==> src/rtl/vga_pkg.sv <==
// rtl/vga_pkg.sv - shared VGA raster timing constants and region type
package vga_pkg;

  localparam int CLK_DIV = 2;

  localparam int H_ACT   = 640;
  localparam int H_FP    = 16;
  localparam int H_SYNC  = 96;
  localparam int H_BP    = 48;
  localparam int H_TOTAL = H_ACT + H_FP + H_SYNC + H_BP;
  localparam int H_SYNC_START = H_ACT + H_FP;
  localparam int H_SYNC_END   = H_SYNC_START + H_SYNC - 1;

  localparam int V_ACT   = 480;
  localparam int V_FP    = 10;
  localparam int V_SYNC  = 2;
  localparam int V_BP    = 33;
  localparam int V_TOTAL = V_ACT + V_FP + V_SYNC + V_BP;
  localparam int V_SYNC_START = V_ACT + V_FP;
  localparam int V_SYNC_END   = V_SYNC_START + V_SYNC - 1;

  localparam int SCALE = 5;
  localparam int PIX_W = 7;
  localparam int CNT_W = 10;

  typedef enum logic [1:0] {
    REG_ACTIVE,
    REG_FP,
    REG_SYNC,
    REG_BP
  } vga_region_e;

endpackage

==> src/rtl/vga_axis_counter.sv <==
// rtl/vga_axis_counter.sv - one raster axis: position, region decode and scaled index
module vga_axis_counter
  import vga_pkg::*;
#(
  parameter int TOTAL      = 800,
  parameter int ACT        = 640,
  parameter int SYNC_START = 656,
  parameter int SYNC_END   = 751,
  parameter int SCALE      = 5,
  parameter int CNT_W      = 10,
  parameter int PIX_W      = 7
) (
  input  logic             clk,
  input  logic             reset,
  input  logic             en,
  output logic [CNT_W-1:0] count,
  output logic             wrap,
  output logic             in_sync,
  output logic             active,
  output logic [PIX_W-1:0] index
);

  localparam int SUB_W = (SCALE > 1) ? $clog2(SCALE) : 1;

  logic [SUB_W-1:0] sub;
  logic             at_end;
  vga_region_e      region;

  assign at_end  = (count == CNT_W'(TOTAL - 1));
  assign wrap    = en && at_end;
  assign active  = (region == REG_ACTIVE);
  assign in_sync = (region == REG_SYNC);

  always_comb begin
    region = REG_BP;
    if (count < CNT_W'(ACT))
      region = REG_ACTIVE;
    else if (count < CNT_W'(SYNC_START))
      region = REG_FP;
    else if (count <= CNT_W'(SYNC_END))
      region = REG_SYNC;
  end

  // index only steps while the next position is still active, so it holds its
  // last value through blanking and never runs past the image edge
  always_ff @(posedge clk) begin
    if (reset) begin
      count <= '0;
      sub   <= '0;
      index <= '0;
    end else if (en) begin
      if (at_end) begin
        count <= '0;
        sub   <= '0;
        index <= '0;
      end else begin
        count <= count + 1'b1;
        if (count < CNT_W'(ACT - 1)) begin
          if (sub == SUB_W'(SCALE - 1)) begin
            sub   <= '0;
            index <= index + 1'b1;
          end else begin
            sub <= sub + 1'b1;
          end
        end
      end
    end
  end

endmodule

==> src/rtl/vga_timing_gen.sv <==
// rtl/vga_timing_gen.sv - VGA HSYNC/VSYNC, blanking and downscaled VRAM coordinates
module vga_timing_gen #(
  parameter int CLK_DIV = vga_pkg::CLK_DIV,
  parameter int H_ACT   = vga_pkg::H_ACT,
  parameter int H_FP    = vga_pkg::H_FP,
  parameter int H_SYNC  = vga_pkg::H_SYNC,
  parameter int H_BP    = vga_pkg::H_BP,
  parameter int V_ACT   = vga_pkg::V_ACT,
  parameter int V_FP    = vga_pkg::V_FP,
  parameter int V_SYNC  = vga_pkg::V_SYNC,
  parameter int V_BP    = vga_pkg::V_BP,
  parameter int SCALE   = vga_pkg::SCALE,
  parameter int PIX_W   = vga_pkg::PIX_W
) (
  input  logic             clk,
  input  logic             reset,
  output logic             HSYNC,
  output logic             VSYNC,
  output logic [PIX_W-1:0] HPIXEL,
  output logic [PIX_W-1:0] VPIXEL,
  output logic             rgb,
  output logic             frame_start
);

  localparam int CNT_W   = vga_pkg::CNT_W;
  localparam int DIV_W   = (CLK_DIV > 1) ? $clog2(CLK_DIV) : 1;
  localparam int H_TOTAL = H_ACT + H_FP + H_SYNC + H_BP;
  localparam int V_TOTAL = V_ACT + V_FP + V_SYNC + V_BP;

  logic [DIV_W-1:0] div;
  logic             tick;
  logic             frame_armed;

  logic [CNT_W-1:0] h_count, v_count;
  logic             h_wrap, v_wrap;
  logic             h_sync, v_sync;
  logic             h_active, v_active;
  logic [PIX_W-1:0] h_index, v_index;

  assign tick = (div == DIV_W'(CLK_DIV - 1));

  vga_axis_counter #(
    .TOTAL(H_TOTAL), .ACT(H_ACT), .SYNC_START(H_ACT + H_FP),
    .SYNC_END(H_ACT + H_FP + H_SYNC - 1), .SCALE(SCALE), .CNT_W(CNT_W), .PIX_W(PIX_W)
  ) u_h_axis (
    .clk(clk), .reset(reset), .en(tick), .count(h_count), .wrap(h_wrap),
    .in_sync(h_sync), .active(h_active), .index(h_index)
  );

  vga_axis_counter #(
    .TOTAL(V_TOTAL), .ACT(V_ACT), .SYNC_START(V_ACT + V_FP),
    .SYNC_END(V_ACT + V_FP + V_SYNC - 1), .SCALE(SCALE), .CNT_W(CNT_W), .PIX_W(PIX_W)
  ) u_v_axis (
    .clk(clk), .reset(reset), .en(h_wrap), .count(v_count), .wrap(v_wrap),
    .in_sync(v_sync), .active(v_active), .index(v_index)
  );

  // frame_armed is only set by a real frame wrap, so the (0,0) tick right after
  // reset does not produce a frame_start pulse
  always_ff @(posedge clk) begin
    if (reset) begin
      div         <= '0;
      frame_armed <= 1'b0;
      HSYNC       <= 1'b1;
      VSYNC       <= 1'b1;
      rgb         <= 1'b0;
      HPIXEL      <= '0;
      VPIXEL      <= '0;
      frame_start <= 1'b0;
    end else begin
      div <= tick ? '0 : div + 1'b1;
      if (v_wrap)
        frame_armed <= 1'b1;
      else if (tick)
        frame_armed <= 1'b0;
      HSYNC       <= !h_sync;
      VSYNC       <= !v_sync;
      rgb         <= h_active && v_active;
      HPIXEL      <= (h_active && v_active) ? h_index : '0;
      VPIXEL      <= v_active ? v_index : '0;
      frame_start <= tick && frame_armed && (h_count == '0) && (v_count == '0);
    end
  end

endmodule
==> config.mk <==
export PLATFORM = sky130hd
export DESIGN_NAME = vga_timing_gen
export DESIGN_NICKNAME = d
export VERILOG_FILES = /design/src/rtl/vga_pkg.sv /design/src/rtl/vga_axis_counter.sv /design/src/rtl/vga_timing_gen.sv
export SDC_FILE = /design/constraint.sdc
export NUM_CORES = 1
export LEC_CHECK = 0
export CAP_MARGIN = 20
export CORE_UTILIZATION = 40
export DETAILED_ROUTE_END_ITERATION = 16
export GPL_ROUTABILITY_DRIVEN = 0
export HOLD_SLACK_MARGIN = 0.08
export MAX_ROUTING_LAYER = met4
export SYNTH_ARGS = -nofsm -noshare
export SYNTH_HDL_FRONTEND = slang
export SYNTH_SLANG_ARGS = --single-unit
==> constraint.sdc <==
create_clock -name clk -period 3.4 [get_ports clk]
set_clock_uncertainty 0.05 [all_clocks]
set_input_delay 0.85 -clock clk [delete_from_list [all_inputs] [get_ports clk]]
set_output_delay 0.85 -clock clk [all_outputs]
set_load 0.005 [all_outputs]
**Yosys cells after proc, flatten, opt, wreduce, memory -nomap -nowiden**

Cells that the tools add are included.

- Register bits: 60
- Input bits: 2
- Output and inout bits: 18
- Logic and storage cells: 83

- $add $sub $neg: 7
- $lt $le $gt $ge: 8
- Equality and inequality tests: 6
- Mux-type cells: 22
- Bitwise operators: 2
- Reduce and logical (&&, ||, !) cells: 24

Operator list:

| operator | count |
|---|---|
| 7-bit two-way mux | 6 |
| 10-bit less-than comparator, second input constant | 3 |
| 10-bit by 9-bit less-than comparator with 1-bit output, second input constant | 3 |
| 10-bit by 1-bit adder with 10-bit output, second input constant | 2 |
| 10-bit equality test, second input constant | 2 |
| 10-bit zero test | 2 |
| 10-bit two-way mux | 2 |
| 3-bit two-way mux | 6 |
| 7-bit by 1-bit adder with 7-bit output, second input constant | 2 |
| 10-bit <= comparator, second input constant | 1 |
| 10-bit by 9-bit <= comparator with 1-bit output, second input constant | 1 |
| 2-bit nonzero test | 5 |
| 2-bit two-way mux | 4 |
| 3-bit by 1-bit adder with 3-bit output, second input constant | 2 |
| 3-bit equality test, second input constant | 2 |
| 1-bit logical AND | 6 |
| 3-bit AND reduction | 2 |
| 2-bit OR reduction | 3 |
| 2-bit equality test, second input constant | 2 |
| 2-bit zero test | 2 |
| 1-bit two-way mux | 4 |
| 2-bit AND reduction | 2 |
| 1-bit zero test | 2 |
| 1-bit NOT | 2 |
| 1-bit adder, second input constant | 1 |

**Logic depth before layout (Yosys ltp)**

- Depth after elaboration: 8
- Mapped depth: 9
- Depth with buffers taken out: 7

**Cells and area by module**

A second synthesis with hierarchy kept.

- Cell total of the unflattened synthesis: 333
- Area, all modules: 2896.5 µm²

Modules (own cells, without submodules):

| module | instances | cells an instance | area an instance (µm²) | seq. area each (µm²) |
|---|---|---|---|---|
| vga_axis_counter (u_h_axis) | 1 | 147 | 1178.6 | 400.4 |
| vga_axis_counter (u_v_axis) | 1 | 133 | 1114.8 | 400.4 |
| vga_timing_gen | 1 | 53 | 603.1 | 400.4 |

**Worst setup path before layout**

OpenSTA, ideal clock, no wires.

- Path kind: flip-flop to flip-flop
- Start: register u_h_axis.count[5]
- End: register u_h_axis.sub[0]
- Library setup time: 70 ps
- Data arrival time: 1909 ps
- Data required time: 3280 ps
- Slack: 1371 ps
- Cell stages (with the launch flop): 6
- Path buffers: 0
- Clock period less this slack: 2029 ps
- Cell sequence: dfxtp_1 or4b_4 nor3b_4 nor2_2 or4_1 a21oi_1

- Longest elaborated chain between the ends: 3
- Elaborated cells between the ends (all ways): 5
- Those cells by class: 1 x order compare; 1 x eq/ne; 1 x mux; 2 x reduce/logical

RTL lines:

| element | RTL line | text |
|---|---|---|
| from (decl) | vga_axis_counter.sv:16 | `output logic [CNT_W-1:0] count,` |
| from (signal assigned) | vga_axis_counter.sv:57 | `count <= count + 1'b1;` |
| 10-bit less-than comparator or 10-bit equality test (tied branches) | vga_axis_counter.sv:58, vga_axis_counter.sv:29 |  |
| 2-bit nonzero test (no source line) | n/a |  |
| 2-bit AND reduction (no source line) | n/a |  |
| to (signal assigned) | vga_axis_counter.sv:63 | `sub <= sub + 1'b1;` |
| to (decl) | vga_axis_counter.sv:25 | `logic [SUB_W-1:0] sub;` |

Several ways; a longest one is shown, not always the timed one.
A chain may end at the register's enable or synchronous reset.

**Worst setup path after layout**

- Start: register div
- End: register u_h_axis.sub[0]

- Longest elaborated chain between the ends: 1

RTL lines:

| element | RTL line | text |
|---|---|---|
| from (decl) | vga_timing_gen.sv:30 | `logic [DIV_W-1:0] div;` |
| from (signal assigned) | vga_timing_gen.sv:71 | `div <= tick ? '0 : div + 1'b1;` |
| 2-bit AND reduction (no source line) | n/a |  |

No other way between the ends.

==> metrics <==
CTS Buffer Depth 2; Die ar. 6910 um2; GRT overflow 0; Static Leak 1.12 nW; RSZ-0062 raised after global routing false; Port Buf Inserts 19; Slew @ Worst Pin 0.641 ns; crit path launch type flip-flop; peak supply drop 0.000282 V; Total Nets Final 334; met3 wire length 171 um; Core Util, Final 48.8%; post-synthesis net count 314; Power Density 459 nW/um2; Comb pwr share 2.8%; Detail Placement HPWL 3.54 mm; syn_area_per_cell 8.71 um2; CTS tree built; I/O pins 20; clock tree root driver cell clkbuf_8; H-tree depth 3; sequential fraction of the synthesis area 45.6%; crit path capture type flip-flop; Net Sw Frac 21.4%; Initial Utilization 41.4%; top routing layer in use met4; Hold Crit Class reg -> reg; Syn Inst Count 302; ANT cells 0; switching power 0.000304 W; max-cap violation count 0; WS Path Type reg -> reg; Yosys Warn Count 0; crit path time final 2.44 ns; Core ar. 6350 um2; initial antenna violation count 0; FFs w/ async S/R, synth 0%; final WL 5.18 mm; Area Overhead vs Synth 17.9%; vias in the first global route 1875; share of cells above drive strength 1 6.75%; mapped cell area 2630 um2; Die Width 83.1 um; post-synth cell types 38; Detailed Route Iter0 Violations 100; drt drc 0; CTS Sinks 60; internal power 0.00112 W; Max Fclk 410 MHz; Synth Register Bits 60; CP required 3.62 ns; post-route antenna net violation count 0; via count 2120; Post-synth EDFFs 0; Vias/cell 5.26; M1 wire length 2.60 mm; Die Span Y 83.1 um; Critical Path AT 2.66 ns; Final setup viols 0; first-pass GRT wire length 8.75 mm; Clk pwr share 46.8%; CP max-delay cell dfxtp_1; Clk Latency, worst-skew pair 0.33 ns; GRT Total Usage 16.2%; CP Cell Sequence or4b_4, nor3b_4, buf_4, nor2_2, or4_1, a21oi_1; buffer count from post-CTS setup fixing 0; ys flop type dfxtp_1; worst slew margin relative to its limit 57.1%; Num CTS Buffers 9; pin count of the biggest net entering global routing 17; final hold viol count 0; Slew Limit Fails 0; CTS hold repair buffers 0; total negative slack 0 ns; worst stage delay on the critical path 0.60 ns; status complete, no violations; met2 wire len 2.36 mm; CP max FO 16; crit share post-route 71.8%; post_cts resized 0; WL/cell 12.9 um; Pre-antenna DRT Iters 4; # rows 29; clock-pin slew on the worst setup and hold paths 0.07 ns; part of the power in registers 50.3%
-- cells in the mapped netlist, types with 11 or more instances --
library cell  number  share of area (%)
dfxtp_1           60                 46
nor2_1            34                4.9
a21oi_1           21                4.0
nand2_1           15                2.1
nand4_1           15                3.6
clkbuf_1          13                1.9
nor3_1            13                2.5
o21ai_0           13                2.5
and2_1            12                2.9
nand3_1           12                2.3
xor2_1            12                4.0
inv_1             11                1.6
-- worst paths after layout --
check | startpoint | end | slack [ns] | cells after the start
max | div | u_h_axis.sub[0] | 0.96 | 6
min | u_v_axis.index[6] | VPIXEL[6] | 0.43 | 1
max reg2reg | div | u_h_axis.sub[0] | 0.96 | 6
min reg2reg | u_v_axis.index[6] | VPIXEL[6] | 0.43 | 1
-- cell type report --
type / instances / area [um2]
fill: 605 / 3250
multi-input combinational: 217 / 1330
sequential: 60 / 1200
timing repair buffer: 23 / 220
clock buffer: 12 / 165
tap: 77 / 96.3
clock inverter: 3 / 45.0
inverter: 11 / 41.3
-- sequential cells by signal, indices dropped and copies added (netlist names), 3 cells and up --
signal / cells
u_h_axis.count: 10
HPIXEL: 7
VPIXEL: 7
u_v_axis.index: 7
u_h_axis.index: 7
u_v_axis.sub: 3
u_h_axis.sub: 3
u_v_axis.count: 10
-- metrics by stage --
stage	worst slack [ns]	cells	hold WS (ns)	cell area, um2	total power [W]
after global routing	0.847	403	0.463	3100	0.00148
after detailed placement	0.973	388	0.414	2890	0.000773
after floorplan	1.37	302	0.389	2630	0.000759
final	0.960	403	0.428	3100	0.00142
after CTS	0.957	403	0.430	3100	0.00144
after global placement	1.02	388	0.406	2890	0.000772
-- layer usage --
layer,up-vias,global-route usage (%)
li1,1104,-
met1,966,21.2
met2,44,23.8
met3,6,4.27
met4,0,6.11
met5,-,-
-- worst max-delay path, delay by kind of cell (launching register included) --
| family | cells | cell delay, ns |
|---|---|---|
| AO/OA/AOI/OAI | 1 | 0.12 |
| buffers and inverters | 1 | 0.24 |
| flip-flops | 1 | 0.60 |
| AND/OR/NAND/NOR | 4 | 1.35 |
-- cells by family after synthesis --
family                     synth area share [%]
and+or+nand+nor                            29.1
buffers and inverters                      3.71
adders and majority gates                  4.76
AOI/OAI and AO/OA                          10.4
xor gates and xnor gates                   6.32
DFF                                        45.6
-- layout by cell type, fill, tap and decap left out, types with 13 or more instances in the layout --
master	Yosys	routed
dfxtp_1	60	60
nor2_1	34	34
a21oi_1	21	21
clkdlybuf4s50_1	0	19
nand4_1	15	15
nand2_1	15	15
o21ai_0	13	13
nor3_1	13	13
-- power by group through the flow --
stage	registers [W]	logic, W	clock network, W
3_5_place_dp	0.000732	0.0000411	0
3_3_place_gp	0.000732	0.0000405	0
5_1_grt	0.000717	0.0000464	0.000715
6_report	0.000716	0.0000404	0.000667
4_1_cts	0.000716	0.0000412	0.000679
2_1_floorplan	0.000728	0.0000310	0
Note: power is estimated with default switching activity, not from simulation.
==> variant: new RTL, same settings <==
`CNT_W` is set to 10 in 2 places; all go to 5.
--- a/src/rtl/vga_pkg.sv
+++ b/src/rtl/vga_pkg.sv
@@ -21,7 +21,7 @@
 
   localparam int SCALE = 5;
   localparam int PIX_W = 7;
-  localparam int CNT_W = 10;
+  localparam int CNT_W = 5;
 
   typedef enum logic [1:0] {
     REG_ACTIVE,
--- a/src/rtl/vga_axis_counter.sv
+++ b/src/rtl/vga_axis_counter.sv
@@ -7,7 +7,7 @@
   parameter int SYNC_START = 656,
   parameter int SYNC_END   = 751,
   parameter int SCALE      = 5,
-  parameter int CNT_W      = 10,
+  parameter int CNT_W      = 5,
   parameter int PIX_W      = 7
 ) (
   input  logic             clk,
Behaviour: not the same (a bounded check fails within 4 cycles, from zero or initial values and one cycle with reset high).
==> variant against the original RTL <==
  * Synthesized area fell by 60%
  * Setup slack improved by 0.40 ns
  * Routed wire length fell by 67%
  * Fmax rose by 20%
  * Global-route usage fell by 1.2 points
  * Sequential power fell by 48%
  * Total power fell by 56%
  * Sequential cell count fell by 30
  * Critical path depth fell by 5
  * Sequential share of layout area rose by 5.8 points
  * First-iteration DRC count fell by 84%
  * Hold slack got worse by 0.0016 ns
  * Design area fell by 56%
  * Largest cell class is now flip-flops and latches
  * Largest power group unchanged
==> variant: results (changes against the original RTL) <==
wl_um: 1710  # -67%
numCtsBuffers: 5  # -4
dp_worst_setup_slack_ns: 1.22  # +0.244 ns
grt_pass1_wl_um: 2710  # -69%
crit_family: "buffers and inverters"
nFlopsAndLatches: 30  # -50%
met1_usage_pct: 15.8  # -5.4 points
routed.top_layer: "met4"
inverters: 5  # -6
dr_total_vias: 758  # -64%
power.leakage_uw: 0.000631  # -43%
final_net_count: 142  # -57%
grt_pass1_vias: 662  # -65%
slowest_delay_ns: 0.51  # -0.09 ns
drive_above_1_share_pct: 7.41  # +0.66 points
clkbuf_count: 6  # -6
m1WireLength_um: 817  # -69%
worst-path-max-fanout: 1  # -15
synth_warnings: 0  # unchanged
netlist_area_um2: 1040  # -60%
multi_input_area_share_pct: 32.5  # -10 points
synth_top_area_share_pct: 57.8  # +12 points
seq-cell-share_pct: 44.5  # +5.8 points
switchingPower_uw: 139  # -54%
ys_top_cells_by_area: "dfxtp_1 (58%), ha_1 (7.2%), nor2_1 (3.6%)"
wl_met2_um: 753  # -68%
wl_met3_um: 114  # -33%
clk_share_pct: 4.73  # -2.1 points
outcome: "finished clean"
num-multi-input-gates: 73  # -66%
met2_usage_pct: 21.1  # -2.7 points
power.density_nw_per_um2: 463  # +0.90%
tightest_slew_ns: 0.500  # -0.141 ns
p_seq_uw: 371  # -48%
drt_iter0_markers: 16  # -84%
synthMuxAreaShare_pct: 1.08  # +1.1 points
use_met3_pct: 9.20  # +4.9 points
cts.clk_slew.worst_paths_ns: 0.10  # +0.03 ns
post-place-cells: 157  # -60%
synth_fa_ha_area_share_pct: 7.22  # +2.5 points
clkPwrFrac_pct: 34.8  # -12 points
synth_xor_xnor_area_share_pct: 0  # -6.3 points
synth_compound_area_share_pct: 8.54  # -1.9 points
buf_share_pct: 14.1  # +7.0 points
place_area_um2: 1290  # -56%
area_growth_pct: 29.8
seq_area_frac_synth_pct: 57.8  # +12 points
vias_per_cell: 4.59  # -13%
non_clock_buffer_count: 19  # -17%
clk_root_buffer_cell: "clkbuf_4"
grtUsageTotal_pct: 15.0  # -1.2 points
reg_top3: "HPIXEL (7), VPIXEL (7)"
n_fill_cell: 244  # -60%
htreeDepth: 2  # -1
slowest_stage: "clkdlybuf4s50_1"
grt_start_max_net_pins: 15  # -2
cp.arrival_ns: 1.14  # -1.52 ns
max-vdd-ir-drop_uv: 359  # +27%
dp_hpwl_um: 1160  # -67%
[variant: cell count changes after synthesis, moves of 11 or more]
cell / unedited run / this run
dfxtp_1: 60 / 30
nor2_1: 34 / 10
a21oi_1: 21 / 7
nand4_1: 15 / 2
and2_1: 12 / 0
xor2_1: 12 / 0
o21ai_0: 13 / 2
[variant: path summary, 6_finish.rpt]
check	end	startpoint	cells after the start	slack (ns)
max reg2reg	u_v_axis.count[4]$_SDFFE_PP0P_	u_h_axis.count[1]$_SDFFE_PP0P_	7	1.36
min	HSYNC$_SDFF_PP1_	u_h_axis.count[4]$_SDFFE_PP0P_	1	0.43
max	VPIXEL[5]	VPIXEL[5]$_SDFF_PP0_	1	1.36
min reg2reg	HSYNC$_SDFF_PP1_	u_h_axis.count[4]$_SDFFE_PP0P_	1	0.43
[variant: cell families after synthesis]
family,after synthesis
AND/OR/NAND/NOR,37
flip-flops,30
AO/OA/AOI/OAI,14
buffers and inverters,13
adder cells (fa/ha/maj),6
multiplexers,1
other,1
